--- src/rtl/muldiv_pkg.sv ---
// muldiv_pkg: shared funct3 op codes, FSM state encoding and defaults for the
// iterative multiply/divide unit.
package muldiv_pkg;
  localparam int MD_XLEN = 64;
  localparam logic [2:0] MD_OP_MUL    = 3'd0;
  localparam logic [2:0] MD_OP_MULH   = 3'd1;
  localparam logic [2:0] MD_OP_MULHSU = 3'd2;
  localparam logic [2:0] MD_OP_MULHU  = 3'd3;
  localparam logic [2:0] MD_OP_DIV    = 3'd4;
  localparam logic [2:0] MD_OP_DIVU   = 3'd5;
  localparam logic [2:0] MD_OP_REM    = 3'd6;
  localparam logic [2:0] MD_OP_REMU   = 3'd7;
  typedef enum logic [1:0] {
    MD_IDLE,
    MD_CALC,
    MD_FIX,
    MD_DONE
  } md_state_e;
  function automatic logic [63:0] sext32(input logic [31:0] v);
    return {{32{v[31]}}, v};
  endfunction
endpackage

--- src/rtl/muldiv_if.sv ---
// muldiv_if: start/busy/done request interface between EX-stage control and the
// multiply/divide unit.
interface muldiv_if #(
  parameter int XLEN = 64
);
  logic            start;
  logic [2:0]      op;
  logic            word;
  logic [XLEN-1:0] a;
  logic [XLEN-1:0] b;
  logic            flush;
  logic            busy;
  logic            done;
  logic [XLEN-1:0] res;
  modport master (
    output start, op, word, a, b, flush,
    input  busy, done, res
  );
  modport slave (
    input  start, op, word, a, b, flush,
    output busy, done, res
  );
endinterface

--- src/rtl/muldiv_prep.sv ---
// muldiv_prep: combinational operand conditioning -- word selection, sign/zero
// extension, magnitudes, result sign flags and divide special-case detection.
module muldiv_prep
  import muldiv_pkg::*;
#(
  parameter int XLEN     = MD_XLEN,
  parameter int WORD_OPS = 1
) (
  input  logic [2:0]      op,
  input  logic            word,
  input  logic [XLEN-1:0] a,
  input  logic [XLEN-1:0] b,
  output logic            word_eff,
  output logic            is_div,
  output logic [XLEN-1:0] mag_a,
  output logic [XLEN-1:0] mag_b,
  output logic            neg_q,
  output logic            neg_r,
  output logic            special,
  output logic [XLEN-1:0] spec_res
);
  localparam bit WO = WORD_OPS != 0 && XLEN == 64;
  logic            sgn_a, sgn_b, sx, na, nb, is_rem, div0, ovf;
  logic [XLEN-1:0] ea, eb, min_v, raw;
  always_comb begin
    word_eff = WO && word && !(op inside {MD_OP_MULH, MD_OP_MULHSU, MD_OP_MULHU});
    is_div   = op inside {MD_OP_DIV, MD_OP_DIVU, MD_OP_REM, MD_OP_REMU};
    is_rem   = op inside {MD_OP_REM, MD_OP_REMU};
    sgn_a    = op inside {MD_OP_MULH, MD_OP_MULHSU, MD_OP_DIV, MD_OP_REM};
    sgn_b    = op inside {MD_OP_MULH, MD_OP_DIV, MD_OP_REM};
    sx       = op inside {MD_OP_MUL, MD_OP_DIV, MD_OP_REM};
    ea       = !word_eff ? a : sx ? XLEN'(sext32(a[31:0])) : XLEN'(a[31:0]);
    eb       = !word_eff ? b : sx ? XLEN'(sext32(b[31:0])) : XLEN'(b[31:0]);
    na       = sgn_a && ea[XLEN-1];
    nb       = sgn_b && eb[XLEN-1];
    mag_a    = na ? -ea : ea;
    mag_b    = nb ? -eb : eb;
    neg_q    = (na ^ nb) && (eb != '0);
    neg_r    = na;
    // W operands are already sign-extended, so the most-negative test happens at full width
    min_v    = word_eff ? ~XLEN'(32'h7FFF_FFFF) : {1'b1, {(XLEN-1){1'b0}}};
    div0     = is_div && eb == '0;
    ovf      = is_div && sgn_b && ea == min_v && eb == '1;
    special  = div0 || ovf;
    raw      = div0 ? (is_rem ? ea : '1) : (is_rem ? '0 : ea);
    spec_res = word_eff ? XLEN'(sext32(raw[31:0])) : raw;
  end
endmodule

--- src/rtl/muldiv_unit.sv ---
// muldiv_unit: iterative RV M-extension multiply/divide with start/busy/done handshake.
// Define MULDIV_FAST_MUL_EN to replace the shift-add multiply with a registered native multiply.
module muldiv_unit
  import muldiv_pkg::*;
#(
  parameter int XLEN     = MD_XLEN,
  parameter int WORD_OPS = 1
) (
  input logic     clk,
  input logic     rst,
  muldiv_if.slave bus
);
  localparam int CW = $clog2(XLEN);
  md_state_e         state, state_n;
  logic [2:0]        op_q;
  logic              word_q, neg_q_q, neg_r_q;
  logic [2*XLEN-1:0] acc, x, p_s, fast_p;
  logic [XLEN-1:0]   y, res, q_s, r_s, full, fix_res, rem_n;
  logic [CW-1:0]     cnt;
  logic [XLEN:0]     t;
  logic              word_eff, is_div, neg_q, neg_r, special, accept, ge, div_q;
  logic [XLEN-1:0]   mag_a, mag_b, spec_res;

  muldiv_prep #(
    .XLEN    (XLEN),
    .WORD_OPS(WORD_OPS)
  ) u_prep (
    .op      (bus.op),
    .word    (bus.word),
    .a       (bus.a),
    .b       (bus.b),
    .word_eff(word_eff),
    .is_div  (is_div),
    .mag_a   (mag_a),
    .mag_b   (mag_b),
    .neg_q   (neg_q),
    .neg_r   (neg_r),
    .special (special),
    .spec_res(spec_res)
  );

`ifdef MULDIV_FAST_MUL_EN
  localparam bit FAST_MUL = 1'b1;
  assign fast_p = {{XLEN{1'b0}}, mag_a} * {{XLEN{1'b0}}, mag_b};
`else
  localparam bit FAST_MUL = 1'b0;
  assign fast_p = '0;
`endif

  assign bus.busy = state != MD_IDLE;
  assign bus.done = state == MD_DONE;
  assign bus.res  = res;

  always_comb begin
    div_q   = op_q inside {MD_OP_DIV, MD_OP_DIVU, MD_OP_REM, MD_OP_REMU};
    accept  = state == MD_IDLE && bus.start && !bus.flush;
    // restoring divide: acc holds {remainder, dividend/quotient} and shifts left one bit per step
    t       = acc[2*XLEN-1:XLEN-1];
    ge      = t >= {1'b0, x[XLEN-1:0]};
    rem_n   = ge ? XLEN'(t - {1'b0, x[XLEN-1:0]}) : t[XLEN-1:0];
    p_s     = neg_q_q ? -acc : acc;
    q_s     = neg_q_q ? -acc[XLEN-1:0] : acc[XLEN-1:0];
    r_s     = neg_r_q ? -acc[2*XLEN-1:XLEN] : acc[2*XLEN-1:XLEN];
    full    = !div_q ? (op_q == MD_OP_MUL ? p_s[XLEN-1:0] : p_s[2*XLEN-1:XLEN])
            : (op_q inside {MD_OP_REM, MD_OP_REMU}) ? r_s : q_s;
    fix_res = word_q ? XLEN'(sext32(full[31:0])) : full;
    state_n = state == MD_IDLE ? (!accept ? MD_IDLE : special ? MD_DONE
                                  : (FAST_MUL && !is_div) ? MD_FIX : MD_CALC)
            : (bus.flush || state == MD_DONE) ? MD_IDLE
            : state == MD_FIX ? MD_DONE
            : cnt == '0 ? MD_FIX : MD_CALC;
  end

  always_ff @(posedge clk or posedge rst) begin
    if (rst) state <= MD_IDLE;
    else     state <= state_n;
  end

  always_ff @(posedge clk or posedge rst) begin
    if (rst) begin
      op_q    <= '0;
      word_q  <= 1'b0;
      neg_q_q <= 1'b0;
      neg_r_q <= 1'b0;
      acc     <= '0;
      x       <= '0;
      y       <= '0;
      cnt     <= '0;
      res     <= '0;
    end else if (accept) begin
      op_q    <= bus.op;
      word_q  <= word_eff;
      neg_q_q <= neg_q;
      neg_r_q <= neg_r;
      cnt     <= word_eff ? CW'(31) : CW'(XLEN - 1);
      x       <= {{XLEN{1'b0}}, is_div ? mag_b : mag_a};
      y       <= mag_b;
      // W divides pre-align the 32-bit dividend to the top so 32 steps consume it
      acc     <= is_div ? {{XLEN{1'b0}}, mag_a << (word_eff ? 32 : 0)} : fast_p;
      if (special) res <= spec_res;
    end else if (state == MD_CALC) begin
      cnt <= cnt - CW'(1);
      acc <= div_q ? {rem_n, acc[XLEN-2:0], ge} : acc + (y[0] ? x : '0);
      x   <= div_q ? x : x << 1;
      y   <= y >> 1;
    end else if (state == MD_FIX && !bus.flush) begin
      res <= fix_res;
    end
  end
endmodule

--- src/flat_wrapper.sv ---
// flat-port wrapper written by rule: the top's interface ports become plain ports
module muldiv_unit_flat import muldiv_pkg::*;
#(
  parameter int XLEN     = MD_XLEN,
  parameter int WORD_OPS = 1
)
  (clk, rst, bus_start, bus_op, bus_word, bus_a, bus_b, bus_flush, bus_busy, bus_done, bus_res);
  muldiv_if #(.XLEN(XLEN)) bus_i ();
  input logic clk;
  input logic rst;
  input wire logic [$bits(bus_i.start)-1:0] bus_start;
  input wire logic [$bits(bus_i.op)-1:0] bus_op;
  input wire logic [$bits(bus_i.word)-1:0] bus_word;
  input wire logic [$bits(bus_i.a)-1:0] bus_a;
  input wire logic [$bits(bus_i.b)-1:0] bus_b;
  input wire logic [$bits(bus_i.flush)-1:0] bus_flush;
  output wire logic [$bits(bus_i.busy)-1:0] bus_busy;
  output wire logic [$bits(bus_i.done)-1:0] bus_done;
  output wire logic [$bits(bus_i.res)-1:0] bus_res;
  assign bus_i.start = bus_start;
  assign bus_i.op = bus_op;
  assign bus_i.word = bus_word;
  assign bus_i.a = bus_a;
  assign bus_i.b = bus_b;
  assign bus_i.flush = bus_flush;
  assign bus_busy = bus_i.busy;
  assign bus_done = bus_i.done;
  assign bus_res = bus_i.res;
  muldiv_unit #(.XLEN(XLEN), .WORD_OPS(WORD_OPS)) u_core (.clk(clk), .rst(rst), .bus(bus_i));
endmodule
--- config.mk ---
export PLATFORM = sky130hd
export DESIGN_NAME = muldiv_unit_flat
export DESIGN_NICKNAME = d
export VERILOG_FILES = /design/src/rtl/muldiv_pkg.sv /design/src/rtl/muldiv_if.sv /design/src/rtl/muldiv_prep.sv /design/src/rtl/muldiv_unit.sv /design/src/flat_wrapper.sv
export SDC_FILE = /design/constraint.sdc
export NUM_CORES = 2
export LEC_CHECK = 0
export BUFFER_PORTS_ARGS = -buffer_cell sky130_fd_sc_hd__buf_2
export CAP_MARGIN = 20
export CORE_MARGIN = 4
export CORE_UTILIZATION = 50
export CTS_CLUSTER_SIZE = 25
export DETAILED_ROUTE_END_ITERATION = 8
export HOLD_SLACK_MARGIN = 0.15
export MAX_ROUTING_LAYER = met4
export PLACE_DENSITY_LB_ADDON = 0.15
export SYNTH_ARGS = -nofsm -noshare
export SYNTH_HDL_FRONTEND = slang
export SYNTH_SLANG_ARGS = --single-unit
--- constraint.sdc ---
create_clock -name clk -period 28 [get_ports clk]
set_input_delay 2.8 -clock clk [delete_from_list [all_inputs] [get_ports clk]]
set_output_delay 2.8 -clock clk [all_outputs]
set_load 0.05 [all_outputs]
==> summary.md <==
| Metric | Value |
|---|---|
| Outcome | finished clean |
| GRT Residual Overflow | 0 |
| Final routed wirelength across all metal layers | 200 mm |
| Global-route usage over all layers | 45.9% |
| Routed length per placed instance | 30.6 um |
| Die span in x | 293 um |
| Startpoint-to-endpoint class of the critical path | input pin to register |
| Arrival time at the worst endpoint | 7.36 ns |
| Cell type group with the largest total delay on the critical path | simple AND/OR/NAND/NOR gates |
| Number of cells in the finished layout apart from fillers | 6,546 |
| Post-CTS Setup Bufs | 0 |
| Final critical-path required period | 6.89 ns |
| Number of global-route vias before repair | 41.9k |
| Fin. Hold Viols | 0 |
| Global-route wire length before repair | 289 mm |
| Multi-input combinational cell area | 28,700 sq um |
| Core area | 80,500 sq um |
| Proportion of layout cells with a drive suffix above 1 | 8.36% |
| Final clock period utilization by the worst path | 24.6% |
| DRT Pass-1 Iters | 6 |
| Total DRC errors in the routed layout | 0 |
| Die Height | 293 um |
| Overall power | 4.22 mW |
| Number of standard cells after synthesis | 5,502 |
| Cell area after placement | 42,200 sq um |
| Count of endpoints failing setup in the final report | 0 |
| Fillcell total | 8,012 |
| Signed area change from the synthesized netlist to the final layout | 7.87% |
| Portion of synthesized cell area occupied by the leading cell type | 24.5% |
| Number of clock sinks | 398 |
| Launching element type of the critical path | input pin |
| Number of standard-cell rows in the floorplan | 104 |
| Worst slew pin tran | 1.33 ns |
| CP max stage delay | 0.64 ns |
| Number of vias after detailed routing | 46.0k |
| Endpoint kind of the worst setup timing path | register |
| Layout Nets | 5,779 |
| Buffering stage count on the worst path with inverters included | 3 |
| Avg Vias per Cell | 7.03 |
| Top cells by area in the synthesized netlist | sky130_fd_sc_hd__dfrtp_1, sky130_fd_sc_hd__a21oi_1, sky130_fd_sc_hd__o21ai_0, sky130_fd_sc_hd__ha_1, sky130_fd_sc_hd__nand2_1 |
| Maximum VDD drop | 0.0000655 V |
| Final cell area excluding filler cells | 43,800 sq um |
| 1st-iter DRT viols | 6,634 |
| Sequential cell area in the final layout | 9970 sq um |
| Yosys synthesis warning count | 0 |
| DPL Wire Length | 155 mm |
| Most used standard cells in the synthesized netlist | sky130_fd_sc_hd__nand2_1, sky130_fd_sc_hd__a21oi_1, sky130_fd_sc_hd__o21ai_0, sky130_fd_sc_hd__nor2_1, sky130_fd_sc_hd__dfrtp_1 |
| Most frequent cell after synthesis | sky130_fd_sc_hd__nand2_1 |
| Hold buffer count at CTS | 0 |
| Syn Area/Cell | 7.38 sq um |
| IO Pins | 202 |
| Net count of the mapped netlist | 5,837 |
| Pwr per Cell Area | 96.4 nW/um^2 |
| Post-detailed-route count of antenna-violating nets | 0 |
| Clock root buffer | sky130_fd_sc_hd__clkbuf_16 |
| Cells along the critical path | buf_2, or4_1, or4_1, nor3_1, nand2_1, nand4b_1, a21oi_1, or2_2, buf_4, nand2_1, a31oi_2, buf_4, a41oi_1 |
| Top achievable clock speed | 145 MHz |
| PnR worst setup slack | 21.11 ns |
| Leakage power summed over all cells | 18.2 nW |
| Number of distinct library cells after synthesis | 91 |
| Sequential fraction of the synthesis area | 24.5% |
| Cell area after technology mapping | 40,600 sq um |
| Worst clock skew on the final layout | 0.0312 ns |
| Resized cells post-CTS | 0 |
| Tightest slew margin relative to the limit | 10.6% |
| Origin of the critical flop-to-flop path | u_core.y[0]$_DFFE_PP0P_ |
| #FFs+latches synth | 398 |
| Final count of pins violating max slew | 0 |
| Crit-path max FO | 84 |
| Number of enable flip-flop cells after synthesis | 0 |
| Timing startpoint of the critical path | bus_b[8] |
| GPL Wtd Cong | 1.12 |
| Library cell with the largest summed area after synthesis | sky130_fd_sc_hd__dfrtp_1 |
| Placement Setup Slack | 20.71 ns |
| Unrepaired setup endpoints after global routing | no |
| Initial core utilization | 50.4% |
| Number of levels the H-tree was split into | 2 |
| Antenna violations before repair | 19 |
| Die footprint | 85,800 sq um |
| Worst-path clk slew | 0.06 ns |
| Buffers on Ports | 201 |
| Placed cell count | 6,448 |
| Number of buffers inserted during clock tree synthesis | 47 |
| Post-synth top flop | sky130_fd_sc_hd__dfrtp_1 |
| Async set-or-reset flop fraction in the synthesized netlist | 100% |
| Hold WC Path Type | register to register |
| Summed negative setup slack over all endpoints | 0 ns |
| Maximum number of buffers from clock root to sink | 3 |
| CP max-delay cell | sky130_fd_sc_hd__buf_4 |
| Max-cap viol count | 0 |
| Required arrival time at the worst endpoint | 28.46 ns |
| Clock Latency Late Sink | 0.64 ns |
| Startpoint of the most critical hold path | u_core.cnt[5]$_DFFE_PP0P_ |
| Pin count of the biggest net entering global routing | 113 |
| Clock tree from TritonCTS | built |
-- per-layer routing --
layer	global-route usage, %	wire length [um]	up-vias
li1	-	-	20079
met1	60.6	79300	22129
met2	63.1	80800	3085
met3	12.9	25600	715
met4	25.6	14600	0
met5	-	0	-
-- final timing paths --
kind	to	slack, ns	depth (start not counted)
max in group asynchronous	u_core.y[0]$_DFFE_PP0P_	23.37	4
worst max register to register	u_core.acc[124]$_DFFE_PP0P_	21.26	16
worst max-delay path	u_core.bus.res[60]$_DFFE_PP0P_	21.11	13
min in group asynchronous	u_core.op_q[0]$_DFFE_PP0P_	2.29	2
worst min-delay path	u_core.cnt[5]$_DFFE_PP0P_	0.50	2
worst min register to register	u_core.cnt[5]$_DFFE_PP0P_	0.50	2
-- power by group --
group	internal, mW	leakage (nW)	switching [mW]
registers	0.719	5.04	0.373
logic	0.825	12.4	1.67
clock network	0.357	0.759	0.281
total	1.90	18.2	2.32
-- placed cells by master, fill, tap and decap left out, types with 20 or more instances in the layout --
master / instances
sky130_fd_sc_hd__and2_1: 148
sky130_fd_sc_hd__a21o_1: 85
sky130_fd_sc_hd__a211oi_1: 46
sky130_fd_sc_hd__o21bai_1: 53
sky130_fd_sc_hd__buf_2: 201
sky130_fd_sc_hd__xor2_1: 211
sky130_fd_sc_hd__nand3_1: 87
sky130_fd_sc_hd__mux2i_1: 58
sky130_fd_sc_hd__a21oi_1: 549
sky130_fd_sc_hd__nor2_1: 476
sky130_fd_sc_hd__a22oi_1: 97
sky130_fd_sc_hd__o21ai_0: 543
sky130_fd_sc_hd__o22ai_1: 45
sky130_fd_sc_hd__a31oi_1: 115
sky130_fd_sc_hd__mux2_2: 27
sky130_fd_sc_hd__nor3_1: 113
sky130_fd_sc_hd__or4_1: 43
sky130_fd_sc_hd__xnor2_1: 220
sky130_fd_sc_hd__nor2b_1: 27
sky130_fd_sc_hd__nand2b_1: 29
sky130_fd_sc_hd__o211ai_1: 35
sky130_fd_sc_hd__nor4_1: 48
sky130_fd_sc_hd__o31ai_1: 66
sky130_fd_sc_hd__or2_2: 20
sky130_fd_sc_hd__o21a_1: 49
sky130_fd_sc_hd__a221o_1: 50
sky130_fd_sc_hd__inv_1: 143
sky130_fd_sc_hd__a22o_1: 78
sky130_fd_sc_hd__o221ai_1: 38
sky130_fd_sc_hd__dfrtp_1: 394
sky130_fd_sc_hd__or3_1: 54
sky130_fd_sc_hd__clkbuf_16: 47
sky130_fd_sc_hd__o41ai_1: 28
sky130_fd_sc_hd__nand2_1: 597
sky130_fd_sc_hd__ha_1: 197
sky130_fd_sc_hd__nand4_1: 92
sky130_fd_sc_hd__buf_4: 82
-- sequential cells by signal, summed over array words and instances, names as in the netlist --
signal	cells
u_core.acc	128
u_core.bus.res	64
u_core.cnt	6
u_core.neg_q_q	1
u_core.neg_r_q	1
u_core.op_q	3
u_core.state	2
u_core.word_q	1
u_core.x	128
u_core.y	64
-- stage by stage --
step                      util (%)  hold slack, ns
after floorplan                  -           0.462
after global placement        52.3           0.481
after detailed placement      52.4           0.483
after CTS                     54.3           0.500
after global routing          54.4           0.516
final                         54.4           0.498
-- layout make-up --
cell class	count	area share, %
flip-flops and latches	398	22.8
clock inverters	15	0.463
well taps	1060	3.03
clock buffers	67	3.09
multi-input cells	4563	65.4
diodes	9	0.0514
inverters	145	1.26
repair buffers	289	3.90
-- worst register-to-register path, cell delays in order (launching register included) --
cell                       delay, ns
sky130_fd_sc_hd__dfrtp_2        0.88
sky130_fd_sc_hd__buf_4          0.75
sky130_fd_sc_hd__and2_1         0.28
sky130_fd_sc_hd__ha_1           0.26
sky130_fd_sc_hd__and4_1         0.30
sky130_fd_sc_hd__nand3_1        0.13
sky130_fd_sc_hd__or3_1          0.40
sky130_fd_sc_hd__a211oi_1       0.63
sky130_fd_sc_hd__or2_2          0.33
sky130_fd_sc_hd__a21oi_1        0.09
sky130_fd_sc_hd__buf_4          0.17
sky130_fd_sc_hd__o21bai_1       0.57
sky130_fd_sc_hd__a31oi_1        0.38
sky130_fd_sc_hd__o21ai_0        0.71
sky130_fd_sc_hd__a311oi_1       0.23
sky130_fd_sc_hd__xnor2_1        0.18
sky130_fd_sc_hd__a221o_1        0.32
-- cells by family after synthesis --
group | Yosys count | share of synthesized area (%)
xor gates and xnor gates | 431 | 9.30
AOI/OAI and AO/OA | 2025 | 31.4
muxes | 86 | 2.22
buffers and inverters | 541 | 5.09
DFF | 398 | 24.5
adders and majority gates | 199 | 6.17
and+or+nand+nor | 1822 | 21.3
(Power assumes the default switching activity.)
